`src/rtl/rand_pkg.sv`:
```
// rand_pkg: shared constants, FSM states and the limit-to-mask helper for rand_word_gen.
package rand_pkg;
    localparam int WORD_W = 32;
    localparam int NIBBLES = WORD_W / 4;
    localparam int MAX_W = 64;
    typedef enum logic [1:0] {IDLE, DRAW, RESP} state_t;
    // Smear the bits of (limit-1) rightwards; limit=0 wraps to all-ones.
    function automatic logic [MAX_W-1:0] mask_for_limit(input logic [MAX_W-1:0] limit);
        logic [MAX_W-1:0] m;
        logic [MAX_W-1:0] mask;
        m = limit - MAX_W'(1);
        for (int i = 0; i < MAX_W; i++) mask[i] = |(m >> i);
        return mask;
    endfunction
endpackage

```
`src/rtl/rand_word_fifo.sv`:
```
// rand_word_fifo: DEPTH x WORD_W first-word-fall-through FIFO with async active-low reset.
module rand_word_fifo #(
    parameter int DEPTH = 2,
    parameter int WORD_W = 32
) (
    input  logic              clock,
    input  logic              reset,
    input  logic              i_push,
    input  logic [WORD_W-1:0] i_data,
    input  logic              i_pop,
    output logic [WORD_W-1:0] o_data,
    output logic              o_full,
    output logic              o_empty
);
    localparam int AW = $clog2(DEPTH);
    logic [WORD_W-1:0] r_mem [DEPTH];
    logic [AW-1:0] r_wr, r_rd;
    logic [AW:0] r_cnt;
    logic w_push, w_pop;
    assign o_full = r_cnt == (AW+1)'(DEPTH);
    assign o_empty = r_cnt == '0;
    assign o_data = r_mem[r_rd];
    assign w_pop = i_pop && !o_empty;
    assign w_push = i_push && (!o_full || w_pop);
    always_ff @(posedge clock)
        if (w_push) r_mem[r_wr] <= i_data;
    always_ff @(posedge clock or negedge reset)
        if (!reset) begin
            r_wr <= '0;
            r_rd <= '0;
            r_cnt <= '0;
        end else begin
            if (w_push) r_wr <= r_wr + AW'(1);
            if (w_pop) r_rd <= r_rd + AW'(1);
            r_cnt <= r_cnt + (AW+1)'(w_push) - (AW+1)'(w_pop);
        end
endmodule

```
`src/rtl/rand_word_gen.sv`:
```
// rand_word_gen: packs LFSR nibbles into words, buffers them, and serves
// bounded random requests by mask-and-reject sampling.
module rand_word_gen #(
    parameter int WORD_W = rand_pkg::WORD_W,
    parameter int DEPTH = 2,
    parameter int STRIDE = 4
) (
    input  logic              clock,
    input  logic              reset,
    input  logic [3:0]        random_acc,
    output logic              lfsr_advance,
    input  logic              req_valid,
    input  logic [WORD_W-1:0] req_limit,
    output logic              req_ready,
    output logic              resp_valid,
    output logic [WORD_W-1:0] resp_data,
    input  logic              resp_ready
);
    import rand_pkg::*;
    localparam int NIB = WORD_W / 4;
    localparam int CW = $clog2(NIB + 1);
    localparam int SW = STRIDE > 1 ? $clog2(STRIDE) : 1;
    state_t r_state, w_state_nx;
    logic r_run, r_valid;
    logic [WORD_W-1:0] r_word, r_limit, r_mask, r_data;
    logic [CW-1:0] r_nib, w_nib_base;
    logic [SW-1:0] r_stride;
    logic w_full, w_empty, w_pop, w_push, w_held, w_room, w_sample, w_last, w_accept;
    logic [WORD_W-1:0] w_shift, w_push_data, w_fifo_q, w_cand;
    // r_run keeps the handshake outputs low until the first edge after reset release.
    assign w_held = r_nib == CW'(NIB);
    assign w_pop = r_state == DRAW && !w_empty;
    assign w_room = !w_full || w_pop;
    assign lfsr_advance = r_run && !(w_held && !w_room);
    assign w_sample = lfsr_advance && r_stride == SW'(STRIDE - 1);
    assign w_last = w_sample && r_nib == CW'(NIB - 1);
    assign w_shift = {r_word[WORD_W-5:0], random_acc};
    assign w_push = (w_held || w_last) && w_room;
    assign w_push_data = w_held ? r_word : w_shift;
    assign w_nib_base = (w_held && w_push) ? '0 : r_nib;
    assign w_cand = w_fifo_q & r_mask;
    assign w_accept = w_pop && (r_limit == '0 || w_cand < r_limit);
    assign req_ready = r_run && r_state == IDLE;
    assign resp_valid = r_valid;
    assign resp_data = r_data;
    rand_word_fifo #(.DEPTH(DEPTH), .WORD_W(WORD_W)) u_fifo (
        .clock(clock), .reset(reset), .i_push(w_push), .i_data(w_push_data), .i_pop(w_pop),
        .o_data(w_fifo_q), .o_full(w_full), .o_empty(w_empty)
    );
    always_ff @(posedge clock or negedge reset)
        if (!reset) begin
            r_run <= 1'b0;
            r_word <= '0;
            r_nib <= '0;
            r_stride <= '0;
        end else begin
            r_run <= 1'b1;
            if (lfsr_advance) r_stride <= w_sample ? '0 : r_stride + SW'(1);
            if (w_sample) r_word <= w_shift;
            r_nib <= (w_last && w_push) ? '0 : w_nib_base + CW'(w_sample);
        end
    always_ff @(posedge clock or negedge reset)
        if (!reset) begin
            r_state <= IDLE;
            r_valid <= 1'b0;
            r_data <= '0;
            r_limit <= '0;
            r_mask <= '0;
        end else begin
            r_state <= w_state_nx;
            if (req_valid && req_ready) begin
                r_limit <= req_limit;
                r_mask <= WORD_W'(mask_for_limit(MAX_W'(req_limit)));
            end
            if (w_accept) begin
                r_data <= w_cand;
                r_valid <= 1'b1;
            end else if (r_valid && resp_ready) r_valid <= 1'b0;
        end
    always_comb begin
        w_state_nx = r_state;
        if (r_state == IDLE && req_valid && req_ready) w_state_nx = DRAW;
        if (w_accept) w_state_nx = RESP;
        if (r_state == RESP && resp_ready) w_state_nx = IDLE;
    end
endmodule

```
`config.mk`:
```
export PLATFORM = sky130hd
export DESIGN_NAME = rand_word_gen
export DESIGN_NICKNAME = d
export VERILOG_FILES = /design/src/rtl/rand_pkg.sv /design/src/rtl/rand_word_fifo.sv /design/src/rtl/rand_word_gen.sv
export SDC_FILE = /design/constraint.sdc
export NUM_CORES = 1
export LEC_CHECK = 0
export CAP_MARGIN = 30
export CELL_PAD_IN_SITES_DETAIL_PLACEMENT = 1
export CELL_PAD_IN_SITES_GLOBAL_PLACEMENT = 2
export CORE_MARGIN = 8
export CORE_UTILIZATION = 37
export DETAILED_ROUTE_END_ITERATION = 8
export DONT_BUFFER_PORTS = 1
export GPL_ROUTABILITY_DRIVEN = 1
export PLACE_DENSITY_LB_ADDON = 0.1
export SLEW_MARGIN = 20
export SYNTH_ARGS = -nofsm -noshare
export SYNTH_HDL_FRONTEND = slang
export SYNTH_SLANG_ARGS = --single-unit
```
`constraint.sdc`:
```
create_clock -name clock -period 6.4 [get_ports clock]
set_clock_uncertainty 0.2 [all_clocks]
set_input_delay 1.92 -clock clock [delete_from_list [all_inputs] [get_ports clock]]
set_output_delay 1.92 -clock clock [all_outputs]
set_load 0.01 [all_outputs]
```
==> results of run 1 <==
## per-layer routing
| metal | GRT usage | share of wire | vias up |
|---|---|---|---|
| met5 | 0 | 0 | - |
| met4 | 0.0439 | 0.019 | 0 |
| met3 | 0.0306 | 0.054 | 34 |
| met2 | 0.266 | 0.46 | 131 |
| met1 | 0.236 | 0.47 | 3481 |
| li1 | - | - | 3169 |
## final cells by class
class                   count  area share
clock buffers              31      0.0582
clock inverters            15      0.0117
inverters                  41      0.0134
multi-input cells         590       0.390
flip-flops and latches    206       0.477
well taps                 378      0.0412
repair buffers              9     0.00871
## where the power goes
| part | leakage, nW | internal [W] | switching, W |
|---|---|---|---|
| clock | 0.395 | 0.000822 | 0.000553 |
| combinational | 1.85 | 0.000750 | 0.000812 |
| sequential | 2.21 | 0.00182 | 0.000359 |
| total | 4.45 | 0.00339 | 0.00172 |
## synthesized netlist by cell type (all sizes together) (9+ instances only)
cell      n
inv      41
nand3     9
mux2    101
nor4     18
ha       38
mux2i    33
nand4    10
a31oi    16
a41oi    10
xnor2    17
edfxtp   64
dfrtp   142
nor2b    37
clkbuf   36
nand2    52
nor3     23
o21ai    49
a21oi    17
nor2     60
## cell families after synthesis
logic type      count (synthesis)  synth area share
mux                           134             0.143
compound gates                130            0.0817
xor+xnor                       23            0.0196
fa+ha+maj                      38            0.0463
flops                         206             0.533
simple gates                  264             0.143
other cells                     1          0.000365
buf+inv                        85            0.0331
## worst paths after layout
kind | slack, ns | startpoint | endpoint
max in group asynchronous | 4.85 | reset | r_word[10]$_DFFE_PN0P_
max | 1.89 | req_limit[1] | r_mask[12]$_DFFE_PN0P_
min | 0.30 | r_word[31]$_DFFE_PN0P_ | r_word[31]$_DFFE_PN0P_
min in group asynchronous | 0.89 | reset | u_fifo.r_wr$_DFFE_PN0P_
min reg2reg | 0.30 | r_word[31]$_DFFE_PN0P_ | r_word[31]$_DFFE_PN0P_
max reg2reg | 2.11 | u_fifo.r_rd$_DFFE_PN0P_ | resp_data[1]$_DFFE_PN0P_
## metrics by stage
step                total power [W]   util  area, sq um  hold slack (ns)  worst slack [ns]
finish                      0.00512  0.417        11500            0.300              1.89
global route                0.00548  0.417        11500            0.332              1.70
CTS                         0.00521  0.417        11500            0.304              1.48
detailed placement          0.00380  0.388        10700            0.292             0.960
global placement            0.00367  0.386        10600            0.275              1.19
floorplan                   0.00325      -        10300            0.255              1.88
## flip-flops by register name, indices dropped and copies added, names as in the netlist
name	count
r_stride	2
r_word	32
u_fifo.r_mem	64
resp_valid	1
r_mask	32
u_fifo.r_cnt	2
u_fifo.r_rd	1
r_state	2
u_fifo.r_wr	1
r_nib	4
r_run	1
resp_data	32
r_limit	32
==> run_results.csv, run 1 <==
group,metric,value,unit
synth,ys.warnings.count,0,
sta,fin_setup_tns,0,ns
finish,fillers,2887,
finish,layout-area-overhead-vs-synth,11.8,%
status,status,"finished clean",
setup_path,path_max_fanout,12,
setup_path,cp.arrival,4.72,ns
cts,cts_made_buffers,25,
setup_path,path_depth,9,
drt,ant_nets,0,
cts,clk_pin_slew_worst_paths,0.06,ns
synth,yosysSeqAreaShare,0.533,
global_routing,gr-total-overflow,0,
finish,final_common_cell,"dfrtp_1",
die,design.die.area,33400,sq um
global_routing,grt_max_degree,143,
synth,yosysTopAreaCellShare,0.346,
hold_path,holdPathStages,1,
die,rows,61,
synth,yosys.area.top_type,"dfrtp_1",
drt,wl_per_cell,22.0,microns
sta,timing.final.hold_violations,0,
die,die_x,183,microns
die,core_area,27600,sq um
synth,synthTopCellsByArea,"dfrtp_1 (35%), edfxtp_1 (19%), mux2_2 (11%)",
setup_path,crit_family,"compound AO/OA/AOI/OAI gates",
synth,synth_area,10300,sq um
synth,synth-edff-count,64,
place,dp_hpwl,20400,microns
sta,setup_viol,0,
setup_path,cpPeakStageDelay,0.47,ns
drt,vias,6815,
finish,regArea,5480,sq um
synth,avgSynthCellArea,11.7,sq um
die,initial_utilization,0.373,
drt,drc_errors,0,
global_routing,grtUsageTotal,0.169,
sta,grt_setup_unrepaired,"false",
synth,syn_inst,881,
finish,multi_input_area,4480,sq um
sta,finalMaxSlewViolations,0,
synth,ys.flop_type,"dfrtp_1",
place,gp_congestion,0.822,
hold_path,hold_path_class,"reg2reg",
cts,ctsResizeCount,0,
pwr,power_per_cell_area,445,nW/um^2
place,portBuffers,0,
cts,clock_path_buffers,3,
finish,final_cell_mix,"dfrtp_1 (141), mux2_2 (101), edfxtp_1 (64)",
drt,drt_iter0_drc,342,
run,drv_cap,0,
setup_path,crit_type,"in2reg",
global_routing,grt_pass1_wl,44100,microns
die,ios,75,
sta,min_period_over_period,0.705,
cts,clkLatencyLatePin,0.52,ns
setup_path,r2r_cells,12,
setup_path,startpoint_type,"primary input",
global_routing,grt_pass1_vias,7324,
synth,yosys.cell_types.count,70,
cts,clock_sinks,206,
cts,ctsHoldBuffers,0,
synth,synth-async-reset-ratio,0.689,
pwr,p_leak,4.45,nW
sta,period_needed,4.51,ns
cts,htree_levels,1,
global_routing,antenna_found_initial,0,
synth,synth_fp_nets,959,
sta,tightest_slew,0.750,ns
cts,clockRootBuffer,"clkbuf_16",
cts,cts_tree,"done",
place,dpl.cell_count,1223,
die,die_y,183,microns
setup_path,slowest_stage,"nor4b_4",
finish,finalNonFillerCells,1270,
finish,nets,951,
drt,via_per_inst,5.37,
sta,relSlewSlack,0.496,
setup_path,path_buf_inv,1,
cts,cts_setup_buffers,0,
setup_path,path_cells,"inv_1 > ha_1 > nor4b_4 > nand4_1 > o21a_1 > a2111oi_4 > o21ai_2 > or3_4 > o32a_1",
finish,drive_above_1_share,0.193,
setup_path,crit_required,6.61,ns
pwr,ir_worst_vdd,0.190,mV
drt,wirelength,27900,microns
synth,synth_seq_cells,206,
sta,fmax,221,MHz
setup_path,end_kind,"register",
drt,drtPass1Iterations,4,
finish,diodes,0,
Note: power is estimated with default switching activity, not from simulation.
==> run 2, diff against run 1 <==
==> constraint.sdc (replaced) <==
create_clock -name clock -period 4.3 [get_ports clock]
set_clock_uncertainty 0.2 [all_clocks]
set_input_delay 1.29 -clock clock [delete_from_list [all_inputs] [get_ports clock]]
set_output_delay 1.29 -clock clock [all_outputs]
set_load 0.01 [all_outputs]
==> run_results.csv, run 2 (synthesis results as in run 1) <==
group,metric,value,unit
status,status,"finished clean",
cts,clk_pin_slew_worst_paths,0.06,ns
sta,min_period_over_period,0.908,
finish,multi_input_area,4480,sq um
finish,regArea,5480,sq um
drt,via_per_inst,5.31,
finish,regMostFlops,"u_fifo.r_mem",
setup_path,path_buf_inv,3,
global_routing,gr-usage-met2,0.278,
pwr,ir_worst_vdd,0.306,mV
place,gp_congestion,0.892,
pwr,power_per_cell_area,672,nW/um^2
cts,cts_tree,"done",
finish,final_cell_mix,"dfrtp_1 (141), mux2_2 (101), edfxtp_1 (64)",
cts,ctsHoldBuffers,0,
place,portBuffers,0,
sta,fmax,256,MHz
die,design.die.area,33400,sq um
die,core_area,27600,sq um
cts,clockRootBuffer,"clkbuf_16",
setup_path,slowest_stage,"dfrtp_2",
drt,drt_iter0_drc,381,
sta,finalMaxSlewViolations,0,
global_routing,antenna_found_initial,0,
die,die_y,183,microns
setup_path,end_kind,"register",
cts,clock_path_buffers,3,
sta,fin_setup_tns,0,ns
die,rows,61,
global_routing,busiest_layer,"met2",
setup_path,r2r-start,"u_fifo.r_rd$_DFFE_PN0P_",
drt,wl_per_cell,22.1,microns
global_routing,grt_use_met1,0.235,
setup_path,crit_type,"reg2reg",
drt,ant_nets,0,
setup_path,path_max_fanout,17,
drt,drtPass1Iterations,5,
sta,grt_setup_unrepaired,"false",
cts,cts_setup_buffers,0,
drt,vias,6791,
finish,final_common_cell,"dfrtp_1",
place,dpl.cell_count,1232,
sta,tightest_slew,0.681,ns
global_routing,grt_max_degree,143,
place,dp_hpwl,20500,microns
finish,drive_above_1_share,0.198,
die,ios,75,
finish,fillers,2898,
finish,diodes,0,
setup_path,crit_family,"buffers and inverters",
hold_path,hold_path_class,"in2async",
sta,period_needed,3.90,ns
cts,clkLatencyLatePin,0.52,ns
finish,largest_reg_flops,64,
setup_path,cpPeakStageDelay,0.70,ns
setup_path,path_common_cell,"buf_4",
finish,nets,959,
cts,htree_levels,1,
setup_path,timing.rr.end,"resp_data[0]$_DFFE_PN0P_",
die,initial_utilization,0.373,
global_routing,grt_pass1_wl,45100,microns
setup_path,r2r_cells,13,
cts,clock_sinks,206,
pwr,p_leak,4.51,nW
setup_path,crit_required,4.49,ns
cts,ctsResizeCount,0,
finish,layout-area-overhead-vs-synth,12.9,%
global_routing,gr-total-overflow,0,
run,drv_cap,0,
setup_path,rrSetupSlack,0.40,ns
global_routing,grtUsageTotal,0.171,
finish,finalNonFillerCells,1278,
drt,drc_errors,0,
sta,relSlewSlack,0.542,
setup_path,path_cells,"buf_4 > mux2i_1 > nor2b_1 > ha_1 > and4_1 > and2_1 > o21ai_0 > o21ai_0 > nor4_1 > buf_4 > o21ai_4 > buf_4 > mux2_2",
sta,timing.final.hold_violations,0,
global_routing,use_met3,0.0330,
drt,wirelength,28300,microns
setup_path,startpoint_type,"register",
global_routing,grt_pass1_vias,7501,
setup_path,cp.arrival,4.10,ns
cts,cts_made_buffers,25,
die,die_x,183,microns
sta,setup_viol,0,
setup_path,path_depth,13,
run 2: cell types whose count changed in the layout (fill, tap and decap cells not counted), sizes merged:
cell	delta
buf	+8
bufinv	+3
clkbuf	+4
clkinv	-6
clkinvlp	-1
run 2: power breakdown:
part / internal (W) / total (W) / switching, W
Clock: 0.00139 / 0.00221 / 0.000819
Sequential: 0.00271 / 0.00325 / 0.000544
Combinational: 0.00112 / 0.00233 / 0.00121
run 2: final cells by class:
cell class	instances	share of cell area
multi-input combinational	590	0.387
timing repair buffer	17	0.0132
clock inverter	11	0.0161
sequential	206	0.472
clock buffer	35	0.0580
inverter	41	0.0133
tap	378	0.0408
run 2: per-layer routing:
layer	wire (microns)	vias up	part of all wire
met4	433	0	0.015
met5	0	-	0
met2	13000	113	0.46
li1	-	3196	-
met1	13400	3448	0.47
met3	1400	34	0.050
run 2: how the worst max path moves through the flow:
stage | slack [ns] | start | to
6_report | 0.40 | u_fifo.r_rd$_DFFE_PN0P_ | resp_data[0]$_DFFE_PN0P_
3_5_place_dp | 0.18 | req_limit[1] | r_mask[12]$_DFFE_PN0P_
5_1_grt | 0.11 | u_fifo.r_rd$_DFFE_PN0P_ | resp_data[0]$_DFFE_PN0P_
2_1_floorplan | 0.05 | r_state[1]$_DFFE_PN0P_ | u_fifo.r_mem[0][0]$_DFFE_PP_
4_1_cts | 0.30 | u_fifo.r_rd$_DFFE_PN0P_ | resp_data[0]$_DFFE_PN0P_
3_3_place_gp | 0.24 | req_limit[1] | r_mask[12]$_DFFE_PN0P_
run 2: per-stage QoR:
stage	hold slack, ns	area [sq um]	utilization	power (W)	setup WS (ns)
3_5_place_dp	0.290	10700	0.390	0.00566	0.177
4_1_cts	0.245	11600	0.421	0.00792	0.305
6_report	0.279	11600	0.421	0.00779	0.396
5_1_grt	0.250	11600	0.421	0.00830	0.110
2_1_floorplan	0.255	10300	-	0.00483	0.0489
3_3_place_gp	0.279	10700	0.390	0.00553	0.242
==> run 3, diff against run 2 <==
--- a/config.mk
+++ b/config.mk
@@ -13,7 +13,7 @@
 export DETAILED_ROUTE_END_ITERATION = 8
 export DONT_BUFFER_PORTS = 1
 export GPL_ROUTABILITY_DRIVEN = 1
-export PLACE_DENSITY_LB_ADDON = 0.1
+export PLACE_DENSITY_LB_ADDON = 0.3
 export SLEW_MARGIN = 20
 export SYNTH_ARGS = -nofsm -noshare
 export SYNTH_HDL_FRONTEND = slang
==> run_results.csv, run 3 (synthesis results as in run 1) <==
group,metric,value,unit
setup_path,r2r_cells,12,
setup_path,crit_type,"reg2reg",
place,dp_hpwl,19800,microns
setup_path,end_kind,"register",
sta,fin_setup_tns,0,ns
drt,drtPass1Iterations,4,
pwr,power_per_cell_area,651,nW/um^2
cts,cts_setup_buffers,0,
place,gp_congestion,0.787,
die,core_area,27600,sq um
setup_path,crit_required,4.48,ns
finish,final_common_cell,"dfrtp_1",
die,ios,75,
cts,clockRootBuffer,"clkbuf_16",
sta,relSlewSlack,0.533,
setup_path,startpoint_type,"register",
die,initial_utilization,0.373,
die,die_y,183,microns
setup_path,r2r-start,"u_fifo.r_rd$_DFFE_PN0P_",
global_routing,antenna_found_initial,1,
place,dpl.cell_count,1237,
hold_path,hold_path_class,"in2async",
sta,fmax,261,MHz
drt,drt_iter0_drc,284,
sta,min_period_over_period,0.891,
setup_path,cp.arrival,4.02,ns
finish,utilization,0.417,
global_routing,grt_pass1_wl,43000,microns
cts,ctsResizeCount,0,
place,place_area,10800,sq um
finish,drive_above_1_share,0.201,
setup_path,timing.rr.end,"resp_data[10]$_DFFE_PN0P_",
drt,via_per_inst,5.26,
cts,htree_levels,1,
cts,clkLatencyLatePin,0.51,ns
cts,cts_made_buffers,23,
sta,period_needed,3.83,ns
cts,clk_pin_slew_worst_paths,0.06,ns
finish,nets,962,
drt,wirelength,27300,microns
drt,wl_per_cell,21.4,microns
global_routing,gr-total-overflow,0,
place,portBuffers,0,
finish,largest_reg_flops,64,
sta,grt_setup_unrepaired,"false",
cts,ctsHoldBuffers,0,
drt,ant_nets,0,
status,status,"finished clean",
pwr,ir_worst_vdd,0.309,mV
die,die_x,183,microns
setup_path,rrSetupSlack,0.47,ns
sta,setup_viol,0,
drt,vias,6724,
cts,clock_path_buffers,3,
die,design.die.area,33400,sq um
global_routing,grt_pass1_vias,7288,
global_routing,grt_max_degree,143,
cts,clock_sinks,206,
sta,timing.final.hold_violations,0,
finish,layout-area-overhead-vs-synth,11.8,%
run,drv_cap,0,
finish,final_cell_mix,"dfrtp_1 (141), mux2_2 (101), edfxtp_1 (64)",
cts,cts_tree,"done",
global_routing,grtUsageTotal,0.166,
sta,finalMaxSlewViolations,0,
finish,fin_area,11500,sq um
finish,regMostFlops,"u_fifo.r_mem",
die,rows,61,
setup_path,path_max_fanout,15,
sta,tightest_slew,0.694,ns
finish,finalNonFillerCells,1279,
drt,drc_errors,0,
pwr,p_leak,4.47,nW
-- run 3: critical path, cell delays in order, from the launching register on --
cell,delay [ns]
dfrtp_2,0.66
buf_4,0.24
mux2i_1,0.28
nor2b_1,0.12
ha_1,0.30
nand4_1,0.15
nor3_1,0.09
a221oi_1,0.27
o211ai_1,0.20
nor4_1,0.54
o21ai_4,0.13
buf_4,0.24
mux2_2,0.30
-- run 3: per-layer routing --
metal / track usage / wire, microns / up-vias
li1: - / - / 3202
met1: 0.209 / 12000 / 3383
met2: 0.291 / 13600 / 109
met3: 0.0302 / 1260 / 30
met4: 0.0351 / 489 / 0
met5: 0 / 0 / -
-- run 3: worst max path at each step --
stage                             from                           end  slack (ns)  cells after the start
6_report       u_fifo.r_rd$_DFFE_PN0P_     resp_data[10]$_DFFE_PN0P_        0.47                     12
3_5_place_dp             req_limit[13]        r_mask[12]$_DFFE_PN0P_        0.27                      7
5_1_grt        u_fifo.r_rd$_DFFE_PN0P_     resp_data[10]$_DFFE_PN0P_        0.18                     12
3_3_place_gp              req_limit[0]        r_mask[12]$_DFFE_PN0P_        0.34                      8
2_1_floorplan   r_state[1]$_DFFE_PN0P_  u_fifo.r_mem[0][0]$_DFFE_PP_        0.05                      7
4_1_cts        u_fifo.r_rd$_DFFE_PN0P_     resp_data[10]$_DFFE_PN0P_        0.43                     12
-- run 3: stage by stage --
stage | hold WS [ns] | worst slack (ns) | total power (W)
global placement | 0.283 | 0.338 | 0.00552
CTS | 0.258 | 0.427 | 0.00759
global route | 0.260 | 0.179 | 0.00798
floorplan | 0.255 | 0.0489 | 0.00483
detailed placement | 0.290 | 0.272 | 0.00561
finish | 0.283 | 0.469 | 0.00748
-- run 3: where the power goes --
part / switching [W] / internal (W)
Clock: 0.000781 / 0.00114
Sequential: 0.000550 / 0.00271
Combinational: 0.00119 / 0.00111
-- run 3: layout make-up --
class / count / area (sq um)
clock buffer: 30 / 622
tap: 378 / 473
timing repair buffer: 22 / 165
sequential: 206 / 5480
inverter: 41 / 154
antenna: 1 / 2.50
fill: 2941 / 16100
clock inverter: 11 / 110
multi-input combinational: 590 / 4480
